### src/rtl/mon_pkg.sv
// Shared constants and types for the NeXT monitor link (host transmitter and sound-box decoder).
package mon_pkg;

  localparam int unsigned MON_PKT_W = 40;

  localparam logic MON_IDLE_LEVEL  = 1'b1;
  localparam logic MON_START_LEVEL = 1'b0;

  // Opcode byte carried in the top 8 bits of a packet
  localparam int unsigned MON_OP_MSB   = MON_PKT_W - 1;
  localparam logic [7:0]  MON_OP_AUDIO = 8'h07;
  localparam logic [7:0]  MON_OP_LED   = 8'h0F;
  localparam logic [7:0]  MON_OP_ATTEN = 8'h1F;
  localparam logic [7:0]  MON_OP_MIC   = 8'h2F;

  typedef enum logic [1:0] {
    StIdle,
    StStart,
    StData,
    StGap
  } mon_state_e;

endpackage

### src/rtl/mon_tx_fifo.sv
// Synchronous packet FIFO; full/empty come from pointers carrying one extra wrap bit.
module mon_tx_fifo #(
  parameter int unsigned Width = 40,
  parameter int unsigned Depth = 4
) (
  input  logic                     clk_i,
  input  logic                     rst_i,
  input  logic                     push_i,
  input  logic [Width-1:0]         wdata_i,
  input  logic                     pop_i,
  output logic [Width-1:0]         rdata_o,
  output logic                     full_o,
  output logic                     empty_o,
  output logic [$clog2(Depth):0]   level_o
);

  localparam int unsigned AW   = $clog2(Depth);
  localparam int unsigned LvlW = AW + 1;

  logic [Width-1:0] mem_q [Depth];
  logic [AW:0]      wr_ptr_q, wr_ptr_d;
  logic [AW:0]      rd_ptr_q, rd_ptr_d;
  logic [AW:0]      level_q, level_d;
  logic             do_push, do_pop;

  assign empty_o = (wr_ptr_q == rd_ptr_q);
  assign full_o  = (wr_ptr_q[AW] != rd_ptr_q[AW]) && (wr_ptr_q[AW-1:0] == rd_ptr_q[AW-1:0]);
  assign rdata_o = mem_q[rd_ptr_q[AW-1:0]];
  assign level_o = level_q;

  always_comb begin
    do_push  = push_i & ~full_o;
    do_pop   = pop_i & ~empty_o;
    wr_ptr_d = do_push ? wr_ptr_q + LvlW'(1) : wr_ptr_q;
    rd_ptr_d = do_pop ? rd_ptr_q + LvlW'(1) : rd_ptr_q;
    level_d  = level_q;
    unique case ({do_push, do_pop})
      2'b10:   level_d = level_q + LvlW'(1);
      2'b01:   level_d = level_q - LvlW'(1);
      default: level_d = level_q;
    endcase
  end

  always_ff @(posedge clk_i) begin
    if (rst_i) begin
      wr_ptr_q <= '0;
      rd_ptr_q <= '0;
      level_q  <= '0;
    end else begin
      wr_ptr_q <= wr_ptr_d;
      rd_ptr_q <= rd_ptr_d;
      level_q  <= level_d;
    end
  end

  // Storage needs no reset: empty/full gate every read of it
  always_ff @(posedge clk_i) begin
    if (do_push) begin
      mem_q[wr_ptr_q[AW-1:0]] <= wdata_i;
    end
  end

endmodule

### src/rtl/mon_packet_transmitter.sv
// Host-side monitor-link serializer: FIFO-buffered packets framed as
// start bit, PKT_W data bits MSB-first, then at least GAP_BITS idle-high cycles.
module mon_packet_transmitter
  import mon_pkg::*;
#(
  parameter int unsigned PKT_W      = MON_PKT_W,
  parameter int unsigned FIFO_DEPTH = 4,
  parameter int unsigned GAP_BITS   = 8
) (
  input  logic                          mon_clk,
  input  logic                          reset,
  input  logic [PKT_W-1:0]              pkt_data,
  input  logic                          pkt_valid,
  output logic                          pkt_ready,
  input  logic                          tx_enable,
  output logic                          to_mon,
  output logic                          busy,
  output logic                          pkt_sent,
  output logic [$clog2(FIFO_DEPTH):0]   fifo_level
);

  localparam int unsigned CntMax = (PKT_W > GAP_BITS) ? PKT_W : GAP_BITS;
  localparam int unsigned CntW   = $clog2(CntMax + 1);

  mon_state_e       state_q, state_d;
  logic [PKT_W-1:0] shift_q, shift_d;
  logic [CntW-1:0]  cnt_q, cnt_d;
  logic             to_mon_q, to_mon_d;
  logic             busy_q, busy_d;
  logic             pkt_sent_q, pkt_sent_d;

  logic             fifo_push, fifo_pop, fifo_full, fifo_empty, can_start;
  logic [PKT_W-1:0] fifo_rdata;

  // Ready comes from registered FIFO state only, never from a same-cycle pop
  assign pkt_ready = ~fifo_full;
  assign fifo_push = pkt_valid & pkt_ready;
  assign to_mon    = to_mon_q;
  assign busy      = busy_q;
  assign pkt_sent  = pkt_sent_q;

  mon_tx_fifo #(
    .Width (PKT_W),
    .Depth (FIFO_DEPTH)
  ) u_fifo (
    .clk_i   (mon_clk),
    .rst_i   (reset),
    .push_i  (fifo_push),
    .wdata_i (pkt_data),
    .pop_i   (fifo_pop),
    .rdata_o (fifo_rdata),
    .full_o  (fifo_full),
    .empty_o (fifo_empty),
    .level_o (fifo_level)
  );

  always_comb begin
    state_d    = state_q;
    shift_d    = shift_q;
    cnt_d      = cnt_q;
    to_mon_d   = MON_IDLE_LEVEL;
    pkt_sent_d = 1'b0;
    fifo_pop   = 1'b0;
    can_start  = tx_enable & ~fifo_empty;
    unique case (state_q)
      StIdle: begin
        if (can_start) begin
          fifo_pop = 1'b1;
          shift_d  = fifo_rdata;
          state_d  = StStart;
          to_mon_d = MON_START_LEVEL;
        end
      end
      StStart: begin
        state_d  = StData;
        cnt_d    = CntW'(PKT_W - 1);
        to_mon_d = shift_q[PKT_W-1];
      end
      StData: begin
        shift_d = shift_q << 1;
        if (cnt_q == '0) begin
          state_d    = StGap;
          cnt_d      = CntW'(GAP_BITS - 1);
          pkt_sent_d = 1'b1;
        end else begin
          cnt_d    = cnt_q - CntW'(1);
          to_mon_d = shift_d[PKT_W-1];
        end
      end
      StGap: begin
        if (cnt_q != '0) begin
          cnt_d = cnt_q - CntW'(1);
        end else if (can_start) begin
          // Chain straight into the next packet to keep the period at 1+PKT_W+GAP_BITS
          fifo_pop = 1'b1;
          shift_d  = fifo_rdata;
          state_d  = StStart;
          to_mon_d = MON_START_LEVEL;
        end else begin
          state_d = StIdle;
        end
      end
      default: state_d = StIdle;
    endcase
    busy_d = (state_d != StIdle);
  end

  always_ff @(posedge mon_clk) begin
    if (reset) begin
      state_q    <= StIdle;
      shift_q    <= '0;
      cnt_q      <= '0;
      to_mon_q   <= MON_IDLE_LEVEL;
      busy_q     <= 1'b0;
      pkt_sent_q <= 1'b0;
    end else begin
      state_q    <= state_d;
      shift_q    <= shift_d;
      cnt_q      <= cnt_d;
      to_mon_q   <= to_mon_d;
      busy_q     <= busy_d;
      pkt_sent_q <= pkt_sent_d;
    end
  end

endmodule

### config.mk
export PLATFORM = sky130hd
export DESIGN_NAME = mon_packet_transmitter
export DESIGN_NICKNAME = d
export VERILOG_FILES = /design/src/rtl/mon_pkg.sv /design/src/rtl/mon_tx_fifo.sv /design/src/rtl/mon_packet_transmitter.sv
export SDC_FILE = /design/constraint.sdc
export NUM_CORES = 1
export LEC_CHECK = 0
export BUFFER_PORTS_ARGS = -buffer_cell sky130_fd_sc_hd__buf_2
export CORE_MARGIN = 10
export CORE_UTILIZATION = 45
export CTS_CLUSTER_SIZE = 14
export DETAILED_ROUTE_END_ITERATION = 12
export PLACE_DENSITY = 0.62
export SYNTH_ARGS = -nofsm -noshare
export SYNTH_HDL_FRONTEND = slang
export SYNTH_SLANG_ARGS = --single-unit
### constraint.sdc
create_clock -name mon_clk -period 3.3 [get_ports mon_clk]
set_input_delay 0 -clock mon_clk [delete_from_list [all_inputs] [get_ports mon_clk]]
set_output_delay 0 -clock mon_clk [all_outputs]
set_load 0.03 [all_outputs]
# Yosys cells after proc, flatten, opt, wreduce, memory -nomap -nowiden
# Memories as Yosys holds them, arrays and structs flattened. A register that Yosys moved wholly into a read port is not among the register bits.
# Index checks and enable logic that the tools add are counted.
# op_classes
bitwise,7
addsub,5
eq_ne,10
n_reduce_logical,11
mux,24
# ops
operator,count
$pmux 40 s3,1
$mux 40,2
$pmux 6 s3,1
$mux 6,2
$mux 2,5
$add 3x1->3 const B,3
$mux 1,9
$pmux 2 s4,1
$eq 2x2->1 const B,3
$logic_not 6->1,1
$pmux 3 s2,1
$reduce_bool 3->1,2
$reduce_bool 6->1,1
$sub 6x1->6 const B,1
$and 1x1->1,4
$eq 2x1->1 const B,2
$ne 2x2->1 const B,2
$pmux 1 s4,1
$reduce_and 2->1,2
$reduce_bool 2->1,2
$eq 3x3->1,1
$not 1->1,3
$sub 3x1->3 const B,1
$eq 2x2->1,1
5 further kinds,5
# totals
mem_count,1
mem_bits_rw,160
elab_cells,67
out_inout_bits,7
inputBits,44
regBits,60
# mem_list
memory,words,width,read_ports,rd_clocked_by_memory_dff,wr,line_no,text
u_fifo.mem_q,4,40,1,1,1,mon_tx_fifo.sv:20,logic [Width-1:0] mem_q [Depth];

# Longest topological paths before layout
# Gate-level depths: netlist of run 1.
# logic_depth
word_depth,9
ltp_mapped,10
depth_no_buf,10

# Modules after synthesis
# A second synthesis of run 1 with hierarchy kept.
# hier_totals
cells_unflattened,559
hier_area_um2,8977.4
# modules_own_cells
module,seq_area_each_um2,area_each_um2,n_inst,cells_per_inst
mon_tx_fifo,5024.8,6496.2,1,293
mon_packet_transmitter,1021.0,2481.1,1,266

# Worst setup path after synthesis of run 1
# No wires, ideal clock.
# synth_timing
kind,register -> register
startpoint,reg state_q[1]
endpoint,reg u_fifo.level_q[1] (netlist: u_fifo.level_o[1])
slack_ns,0.815
t_arrival_ns,2.345
synth_period_minus_slack_ns,2.485
stages_incl_launch_ff,11
path_buffers,1
setup_ns,0.140
required_ns,3.160
path_cell_list,dfxtp_1 ha_1 buf_2 nor4b_1 a31oi_1 a211oi_1 fa_1 nand2_1 o21ai_0 o211ai_1 a221oi_1
# synth_between
elab_chain_len,5
word_cells_on_any_way,8
classes_between,eq/ne: 3; mux: 2; bitwise: 1; reduce/logical: 2
# synth_lines
item,line_no,text
"start, declared",mon_packet_transmitter.sv:25,"mon_state_e state_q, state_d;"
"start signal, assigned",mon_packet_transmitter.sv:110,state_q <= StIdle;
"start signal, assigned",mon_packet_transmitter.sv:117,state_q <= state_d;
$eq 2x2->1 or $logic_not 2->1 (tied branches),mon_packet_transmitter.sv:65,unique case (state_q)
$pmux 1 s2 *,mon_packet_transmitter.sv:65,
$and 1x1->1 *,mon_tx_fifo.sv:33,do_pop = pop_i & ~empty_o;
$eq 2x1->1 or $eq 2x2->1 (tied branches),mon_tx_fifo.sv:37,"unique case ({do_push, do_pop})"
$pmux 3 s2 *,mon_tx_fifo.sv:37,
via u_fifo.level_d[1],mon_tx_fifo.sv:23,"logic [AW:0] level_q, level_d;"
"end signal, assigned",mon_tx_fifo.sv:52,level_q <= level_d;
"end, declared",mon_tx_fifo.sv:23,
# Mark *: on every way through the listed nets, which the timed path passes. The rest lies on a longest branch.
# A chain may end at the register's enable or synchronous reset.

# Final worst setup path of run 1
# Same ends and word-level chain as after synthesis.

==> metrics.md, run 1 <==
| Metric | Value |
|---|---|
| Status | complete, no violations |
| Peak VDD IR | 379.7 µV |
| Final net count | between 700 and 800 |
| Syn Inst Count | 597 |
| GRT overflow | 0 |
| # fillers | around 1,600 |
| Max cap viols | 0 |
| Max Clock Skew | approximately 8.3 ps |
| Top-area cell type share of the netlist area | 0.5464 |
| Relative slew slack | 0.3969 |
| CTS sink count | 222 |
| Global-route wire length before repair | between 20,000 and 30,000 µm |
| Post-detail-place hpwl | around 10,000 µm |
| Via density | 5.277 |
| Critical Path AT | 3270 ps |
| Wire per inst | 17.82 µm |
| Initial drt markers | 256 |
| Port Buffers | 50 |
| Routed Antenna Nets | 0 |
| Synth area leader | edfxtp_1 |
| Synth Net Count | 654 |
| CTS root buf | clkbuf_16 |
| P&R area growth vs syn | 20.42% |
| Final Hold Vio Count | 0 |
| DR vias | 5,135 |
| CTS tree | built |
| Largest delay contributor family on the critical path | compound AO/OA/AOI/OAI gates |
| Synth Flop Type | edfxtp_1 |
| Critical Path Source Type | register |
| Post-CTS sizing | 0 |
| Crit-path max cell delay | 530 ps |
| Syn. warnings | 0 |
| CP bufs+invs | 0 |
| Worst path cell trace | ha_1 -> nor4b_1 -> a31oi_1 -> a211oi_1 -> fa_1 -> nand2_1 -> o21ai_0 -> o211ai_1 -> a221oi_1 |
| Pwr Density | 755.9 nW/µm² |
| DRC viols | 0 |
| Final core utilization | 0.5477 |
| Critical Path Sink Type | register |
| GRT Util Overall | 0.1348 |
| CORE AREA | approximately 19,000 µm² |
| TNS Setup | 0 ps |
| Hold/Removal Path Class | in -> reg |
| Sequential fraction of the synthesis area | 0.6875 |
| Total Wirelength | 17,340 µm |
| Share of cells above drive strength 1 | 0.2006 |
| EDFF count, synth | between 150 and 200 |
| Die area | 25,530 µm² |
| Peak fanout along the critical path | 9 |
| Crit-path slowest cell | fa_1 |
| Tot Pwr | roughly 8000 µW |
| Die W | 159.8 µm |
| Hold-fix buffers, CTS | 43 |
| H-tree Lvls | 1 |
| CTS buffer count | 23 |
| Vias in the first global route | around 5,400 |
| Max Buffers Root-to-Sink | 3 |
| Required time of the worst setup path | 3660 ps |
| Pins Over Slew Limit | 0 |
| Io pins | 51 |
| Clock Latency Late Sink | roughly 500 ps |
| Worst Hold Path Cells | 2 |
| Post-CTS setup buffers | 0 |
| Final setup viols | 0 |
| Largest net degree at the start of global routing | 81 |
| CTS clk-pin slew, worst paths | 60 ps |
| Worst-Margin Slew | 904.7 ps |
| Starting Density | 0.4548 |
| Max frequency | roughly 340 MHz |
| Initial antenna violation count | 0 |
| Die height | 159.8 µm |
| Netlist cell types | 38 |
| R2R depth | 9 |
| Placed cell area | between 9000 and 10,000 µm² |
| RSZ-0062 raised after global routing | no |
| Post-synthesis register bit count | 222 |
| Async S/R FF share, synth | 0 |
| Cell Rows | between 50 and 60 |
| DRT Pass-1 Iters | 4 |
| Worst setup path class | reg -> reg |
| WP depth | 9 |
| Antenna diode count | 0 |
| Fin area | 10,590 µm² |
| Min cycle time layout | 2912 ps |
| Final Cycle Share | 0.8825 |
| Mapped Area | 8793 µm² |
| GPL Wtd Cong | roughly 0.85 |
| Top post-synthesis cells by area | edfxtp_1 (55%), dfxtp_1 (14%), mux4_2 (10%) |
| Leakage | roughly 0.0036 µW |
| Mean Syn Cell Area | between 10 and 15 µm² |
synthesized netlist by cell type (all sizes together) (2+ instances only):
cell type,count
a311oi,39
inv,11
buf,10
ha,12
o31ai,3
nand2,90
xor2,6
nand3,5
nor2,60
or3,2
o21ai,12
and2,5
xnor2,6
nor2b,5
a211oi,4
edfxtp,160
nor3,8
clkbuf,25
nand2b,2
a21oi,10
dfxtp,62
mux4,40
a31oi,4
a221oi,2
a21o,2
cell families (layout without fill, tap and decap cells):
family                   count (synthesis)  in the layout  share of synthesized area
buffers and inverters                   47            158                    0.02149
adder cells (fa/ha/maj)                 13             13                    0.01935
XOR/XNOR                                12             12                    0.01195
multiplexers                            42             42                     0.1049
AND/OR/NAND/NOR                        180            180                    0.08423
flip-flops                             222            222                     0.6875
AO/OA/AOI/OAI                           81             81                    0.07058
layer usage:
metal	up-vias	wire length, µm	GRT usage
li1	2452	-	-
met1	2539	7327	0.1665
met2	118	8900	0.2394
met3	26	826	0.02108
met4	0	281	0.03798
met5	-	0	0
final timing paths:
kind / startpoint / to / slack (ps)
max: state_q[1] / u_fifo.level_o[1] / 390
min: pkt_data[10] / u_fifo.mem_q[0][10] / 250
max reg2reg: state_q[1] / u_fifo.level_o[1] / 390
min reg2reg: shift_q[35] / shift_q[36] / 480
state kept, by name (all words and copies together) (netlist names), named ones only:
signal and count:
busy 1, cnt_q 6, pkt_sent 1, shift_q 40, state_q 2, to_mon 1, u_fifo.level_o 3, u_fifo.mem_q 160
u_fifo.rd_ptr_q 3, u_fifo.wr_ptr_q 3
through the flow:
| stage | std cells | worst slack [ps] | hold WS (ps) |
|---|---|---|---|
| 6_report | 973 | 387.8 | 246.6 |
| 3_5_place_dp | 889 | 431.4 | 223.8 |
| 2_1_floorplan | 597 | 815.2 | 98.87 |
| 4_1_cts | 973 | 395.0 | 242.2 |
| 5_1_grt | 973 | 98.80 | 243.6 |
| 3_3_place_gp | 889 | 555.0 | 209.3 |
layout by cell type, fill, tap and decap left out, types with 2 or more instances in the layout:
master         count
nor2b_1            5
dlygate4sd3_1     43
bufinv_16          3
o21ai_0           12
a211oi_1           4
clkinv_1           6
dfxtp_1           60
o31ai_1            3
inv_1             11
dfxtp_2            2
nor2_1            60
ha_1              12
xnor2_1            6
a21o_1             2
buf_2             50
nand2b_1           2
and2_2             4
clkinv_2           2
nor3_1             8
buf_4              6
a21oi_1           10
mux4_2            40
xor2_1             6
edfxtp_1         160
a31oi_1            4
a311oi_1          39
or3_1              2
clkbuf_16         23
nand3_1            5
clkbuf_8           3
nand2_1           90
clkbuf_1           5
buf_12             6
report_power, final:
part | internal, µW | switching (µW) | leakage [µW] | total, µW
sequential | 3350 | 238 | 0.00198 | 3590
clock | 1570 | 992 | 0.000369 | 2570
combinational | 833 | 1020 | 0.00129 | 1850
layout make-up:
| type | instances | area, µm² | area share |
|---|---|---|---|
| Timing Repair Buffer | 105 | 845.8 | 0.07988 |
| Multi-Input combinational cell | 328 | 2564 | 0.2421 |
| Tap cell | 265 | 331.6 | 0.03131 |
| Clock inverter | 10 | 118.9 | 0.01123 |
| Sequential cell | 222 | 6048 | 0.5712 |
| Inverter | 12 | 45.04 | 0.004254 |
| Clock buffer | 31 | 635.6 | 0.06003 |
No activity file was read; power rests on OpenSTA's default activity.
==> run 2, diff against run 1 <==
- ABC_AREA: default -> 1
- CORE_UTILIZATION: 45 -> 25
- PLACE_DENSITY: 0.62 -> 0.39
==> metrics.md, run 2 <==
| Metric | Value |
|---|---|
| CTS sink count | 222 |
| Final Cycle Share | 0.7125 |
| Io pins | 51 |
| Sw power | 3116 µW |
| Top post-synthesis cells by area | edfxtp_1 (53%), dfxtp_1 (14%), nor2_1 (7.5%) |
| Fin area | 11,090 µm² |
| Syn. warnings | 0 |
| Initial antenna violation count | 1 |
| Commonest non-fill, non-tap cell in the layout | nor2_1 |
| Sequential fraction of the synthesis area | 0.6695 |
| Synth Flop Type | edfxtp_1 |
| Post-route setup slack | 948.8 ps |
| Critical Path Source Type | register |
| Die height | 210.1 µm |
| CTS buffer count | 27 |
| Vias in the first global route | 6,179 |
| GRT overflow | 0 |
| Final setup viols | 0 |
| Min cycle time layout | approximately 2400 ps |
| DP Worst Slack | between 800 and 900 ps |
| Internal cell power | 6035 µW |
| Commonest cells post-synth | nor2_1 (181), edfxtp_1 (160), nand2_1 (144) |
| Net Sw Frac | 0.3405 |
| Starting Density | 0.2539 |
| Mean Syn Cell Area | roughly 10 µm² |
| Total Wirelength | between 20,000 and 25,000 µm |
| Sequential power share | 0.394 |
| Critical Path Sink Type | register |
| Antenna diode count | 0 |
| Status | complete, no violations |
| CTS root buf | clkbuf_16 |
| Placed cell area | 9787 µm² |
| Max Buffers Root-to-Sink | 3 |
| DRC viols | 0 |
| Synth area leader | edfxtp_1 |
| Wire per inst | between 15 and 20 µm |
| Routed Antenna Nets | 0 |
| Max Clock Skew | 19.19 ps |
| Peak VDD IR | roughly 380 µV |
| Leakage | 0.004174 µW |
| CTS clk-pin slew, worst paths | 50 ps |
| Die W | 210.1 µm |
| Share of cells above drive strength 1 | 0.1279 |
| Clock Power Share | 0.321 |
| Max cap viols | 0 |
| TNS Setup | 0 ps |
| Netlist cell types | 33 |
| Synth Net Count | 924 |
| Logic gate share of total power | 0.285 |
| H-tree Lvls | 1 |
| Syn Inst Count | 867 |
| Most frequent cells in the layout | nor2_1 (177), edfxtp_1 (160), nand2_1 (144) |
| Worst setup path class | reg -> reg |
| Pins Over Slew Limit | 0 |
| GPL Wtd Cong | 0.7186 |
| Post-synthesis register bit count | 222 |
| Required time of the worst setup path | 3500 ps |
| GRT Util Overall | 0.1017 |
| P&R area growth vs syn | 22.81% |
| Critical Path AT | 2550 ps |
| Initial drt markers | 458 |
| Max reg flops | 160 |
| Async S/R FF share, synth | 0 |
| Final net count | 1,013 |
| Mapped Area | between 9000 and 10,000 µm² |
| Hold/Removal Path Class | in -> reg |
| Peak fanout along the critical path | 16 |
| DR vias | around 6,200 |
| DRT Pass-1 Iters | 4 |
| Largest net degree at the start of global routing | 81 |
| Cell Rows | 69 |
| Global-route wire length before repair | 36,160 µm |
| Post-CTS sizing | 0 |
| Clock Latency Late Sink | 540 ps |
| RSZ-0062 raised after global routing | no |
| Number of cells in the finished layout apart from fillers | 1,438 |
| Post-CTS setup buffers | 0 |
| Post-detail-place hpwl | between 10,000 and 15,000 µm |
| Port Buffers | 50 |
| CORE AREA | 35,570 µm² |
| EDFF count, synth | between 150 and 200 |
| Worst-Margin Slew | ~860 ps |
| Via density | 4.317 |
| Top-area cell type share of the netlist area | 0.5321 |
| Relative slew slack | 0.4269 |
| Final Hold Vio Count | 0 |
| Max frequency | ~430 MHz |
| Cell with the most instances after synthesis | nor2_1 |
| Pwr Density | 825.2 nW/µm² |
| Die area | 44,120 µm² |
| CTS tree | built |
| Post-Place Cells | 1,346 |
[run 2: repair_timing]
| action | in CTS | in global routing |
|---|---|---|
| hold buffers | 42 | 0 |
| hold endpoints to repair | 175 | 0 |
| endpoints found under the setup margin | 0 | 0 |
[run 2: critical path: stages, from the launching register on]
cell     delay, ps
dfxtp_1        380
inv_2           80
nand2_1         60
nand2_1         70
nand3_1        110
nand2_1        330
nor2_4         600
buf_4          380
[run 2: routing by layer]
metal,global-route usage,share of wire,vias to the layer above
li1,-,-,3156
met1,0.1400,0.49,2916
met2,0.1583,0.44,102
met3,0.02218,0.048,32
met4,0.02679,0.017,2
met5,0,0.00031,-
[run 2: logic make-up after synthesis]
family	count (synthesis)	synth area share
AND/OR/NAND/NOR	347	0.1516
flip-flops	222	0.6695
AO/OA/AOI/OAI	199	0.1172
buffers and inverters	84	0.04087
adder cells (fa/ha/maj)	13	0.01884
XOR/XNOR	2	0.001940
[run 2: area by class of cell]
class	count	area, µm²
Inverter	36	135.1
Sequential cell	222	6047
Timing Repair Buffer	108	803.3
Clock buffer	32	694.4
Multi-Input combinational cell	561	2645
Tap cell	461	576.8
Clock inverter	18	187.7
Fill cell	3679	24480
[run 2: stage by stage]
stage,total power [µW],util,hold slack [ps]
2_1_floorplan,5526,-,69.07
3_3_place_gp,6296,0.2752,226.9
3_5_place_dp,6290,0.2752,214.8
4_1_cts,9322,0.3118,134.0
5_1_grt,9820,0.3118,196.7
6_report,9151,0.3118,157.8
[run 2: path summary, 6_finish.rpt]
path,startpoint,to,slack [ps],cells past startpoint
worst max-delay path,u_fifo.wr_ptr_q[1],u_fifo.mem_q[1][25],950,7
worst min-delay path,pkt_valid,u_fifo.wr_ptr_q[0],160,3
worst max register to register,u_fifo.wr_ptr_q[1],u_fifo.mem_q[1][25],950,7
worst min register to register,shift_q[29],shift_q[29],480,2
[run 2: power groups by stage]
stage / Sequential (µW) / Combinational (µW) / Clock [µW]
global placement: 3660 / 2630 / 0
CTS: 3610 / 2670 / 3040
finish: 3610 / 2610 / 2940
global route: 3650 / 3030 / 3140
floorplan: 3650 / 1880 / 0
detailed placement: 3670 / 2620 / 0
==> run 3, diff against run 2 <==
- ABC_AREA: 1 -> 0
- clock period: 3.3 -> 2.3 ns (I/O delays scaled with it)
==> metrics.md, run 3 (synthesized netlist as in run 1, its figures left out) <==
| Metric | Value |
|---|---|
| # fillers | 3,361 |
| Max frequency | 418.1 MHz |
| DRC viols | 0 |
| DR vias | about 5,400 |
| Pins Over Slew Limit | 0 |
| Sw power | ~3500 µW |
| Critical Path AT | 2810 ps |
| GPL Wtd Cong | roughly 0.75 |
| Tot Pwr | 12,030 µW |
| Crit-path slowest cell | fa_1 |
| Worst reg2reg endpoint | u_fifo.level_o[1] |
| Die area | 43,070 µm² |
| Hold path start | pkt_data[24] |
| Die height | 207.5 µm |
| GRT Util Overall | 0.08989 |
| P&R area growth vs syn | 26.82% |
| Status | finished with violations |
| Pwr Density | 1078 nW/µm² |
| Min cycle time layout | 2392 ps |
| Io pins | 51 |
| CTS clk-pin slew, worst paths | 60 ps |
| Vias in the first global route | 5,485 |
| CTS tree | built |
| R2R depth | 10 |
| Peak fanout along the critical path | 4 |
| Reg-to-reg startpoint | state_q[1] |
| Final core utilization | 0.3220 |
| CTS root buf | clkbuf_16 |
| Max Buffers Root-to-Sink | 3 |
| Final setup viols | 1 |
| Clock Power Share | 0.310 |
| Required time of the worst setup path | approximately 2700 ps |
| Max Clock Skew | 8.625 ps |
| Max cap viols | 0 |
| Peak VDD IR | between 500 and 600 µV |
| H-tree Lvls | 1 |
| CTS buffer count | 25 |
| DP Worst Slack | -240.7 ps |
| Most frequent cells in the layout | edfxtp_1 (160), nand2_1 (89), nor2_1 (60) |
| Initial drt markers | 224 |
| WHS Endpoint | u_fifo.mem_q[3][24] |
| Critical Path Source Type | register |
| Post-detail-place hpwl | 11,440 µm |
| RSZ-0062 raised after global routing | yes |
| Starting Density | 0.2539 |
| Hold/Removal Path Class | in -> reg |
| Share of cells above drive strength 1 | 0.2598 |
| Failing checks | setup timing |
| TNS Setup | -92.03 ps |
| Worst path cell trace | inv_2 -> ha_4 -> and3b_2 -> a31oi_4 -> a211oi_2 -> fa_1 -> nand2_2 -> o21ai_2 -> o211ai_1 -> a221oi_1 |
| Clock Latency Late Sink | 510 ps |
| Post-route setup slack | -92.03 ps |
| Cell Rows | 68 |
| Sequential power share | 0.423 |
| Largest net degree at the start of global routing | 81 |
| Max reg flops | 160 |
| Net Sw Frac | 0.2947 |
| Final Cycle Share | 1.040 |
| Via density | ~4.5 |
| CORE AREA | 34,630 µm² |
| Total Wirelength | between 20,000 and 25,000 µm |
| Critical Path Sink Type | register |
| Port Buffers | 50 |
| Sequential cell area | about 6100 µm² |
| Logic gate share of total power | 0.267 |
| Initial antenna violation count | 1 |
| Die W | 207.5 µm |
| DRT Pass-1 Iters | 4 |
| Worst setup path class | reg -> reg |
| CTS sink count | 222 |
| Global-route wire length before repair | 31,350 µm |
| Final Hold Vio Count | 0 |
| Worst Hold Path Cells | 2 |
| Area of the multi-input gates | 2635 µm² |
| Wire per inst | 17.40 µm |
| Worst-Margin Slew | approximately 700 ps |
| Internal cell power | around 8500 µW |
| Crit-path max cell delay | ~540 ps |
| Leakage | 0.003817 µW |
| Commonest non-fill, non-tap cell in the layout | edfxtp_1 |
| Routed Antenna Nets | 0 |
| Relative slew slack | 0.5293 |
| GRT overflow | 0 |
| Final net count | 778 |
| Hold_ws | roughly 240 ps |
| Reg2reg setup slack | -90 ps |
==> run 3: area by class of cell <==
| type | instances | share of cell area |
|---|---|---|
| flip-flops and latches | 222 | 0.5426 |
| multi-input cells | 328 | 0.2363 |
| repair buffers | 132 | 0.09626 |
| clock buffers | 31 | 0.06081 |
| well taps | 455 | 0.05105 |
| clock inverters | 14 | 0.008751 |
| inverters | 12 | 0.004039 |
| diodes | 1 | 0.0002244 |
==> run 3: critical path: cells and delay by family (launching register included) <==
family	cells	cell delay (ps)
adders and majority gates	2	800
AOI/OAI and AO/OA	5	750
DFF	1	360
and+or+nand+nor	2	330
buffers and inverters	1	60
==> run 3: routing by layer <==
metal	share of wire	track usage
met3	0.043	0.01895
met1	0.46	0.1127
met2	0.48	0.1534
met4	0.015	0.02358
met5	0	0
==> run 3: metrics by stage <==
stage,cell area [µm²],cells
floorplan,8803,597
global placement,9809,1099
detailed placement,9809,1099
CTS,11040,1188
global route,11150,1194
finish,11150,1195
==> run 3: repair_timing <==
item,4_1_cts,5_1_grt
setup buffers,1,4
endpoints found under the hold margin,167,0
hold buffers,43,0
resized for setup,6,14
pin swaps,3,9
gates cloned,0,2
endpoints found under the setup margin,2,41
==> run 3: how the worst max path moves through the flow <==
stage / startpoint / depth (start not counted) / to
after floorplan: state_q[1] / 10 / u_fifo.level_o[1]
after global placement: state_q[0] / 10 / u_fifo.level_o[1]
after detailed placement: state_q[0] / 10 / u_fifo.level_o[1]
after CTS: state_q[0] / 10 / u_fifo.level_o[1]
after global routing: state_q[1] / 10 / u_fifo.level_o[1]
final: state_q[1] / 10 / u_fifo.level_o[1]
==> run 3: power groups by stage <==
stage / sequential [µW] / clock, µW / combinational (µW)
6_report: 5090 / 3730 / 3210
5_1_grt: 5140 / 4040 / 3570
4_1_cts: 5070 / 3860 / 3050
3_5_place_dp: 5150 / 0 / 2940
3_3_place_gp: 5120 / 0 / 2900
2_1_floorplan: 5160 / 0 / 2010
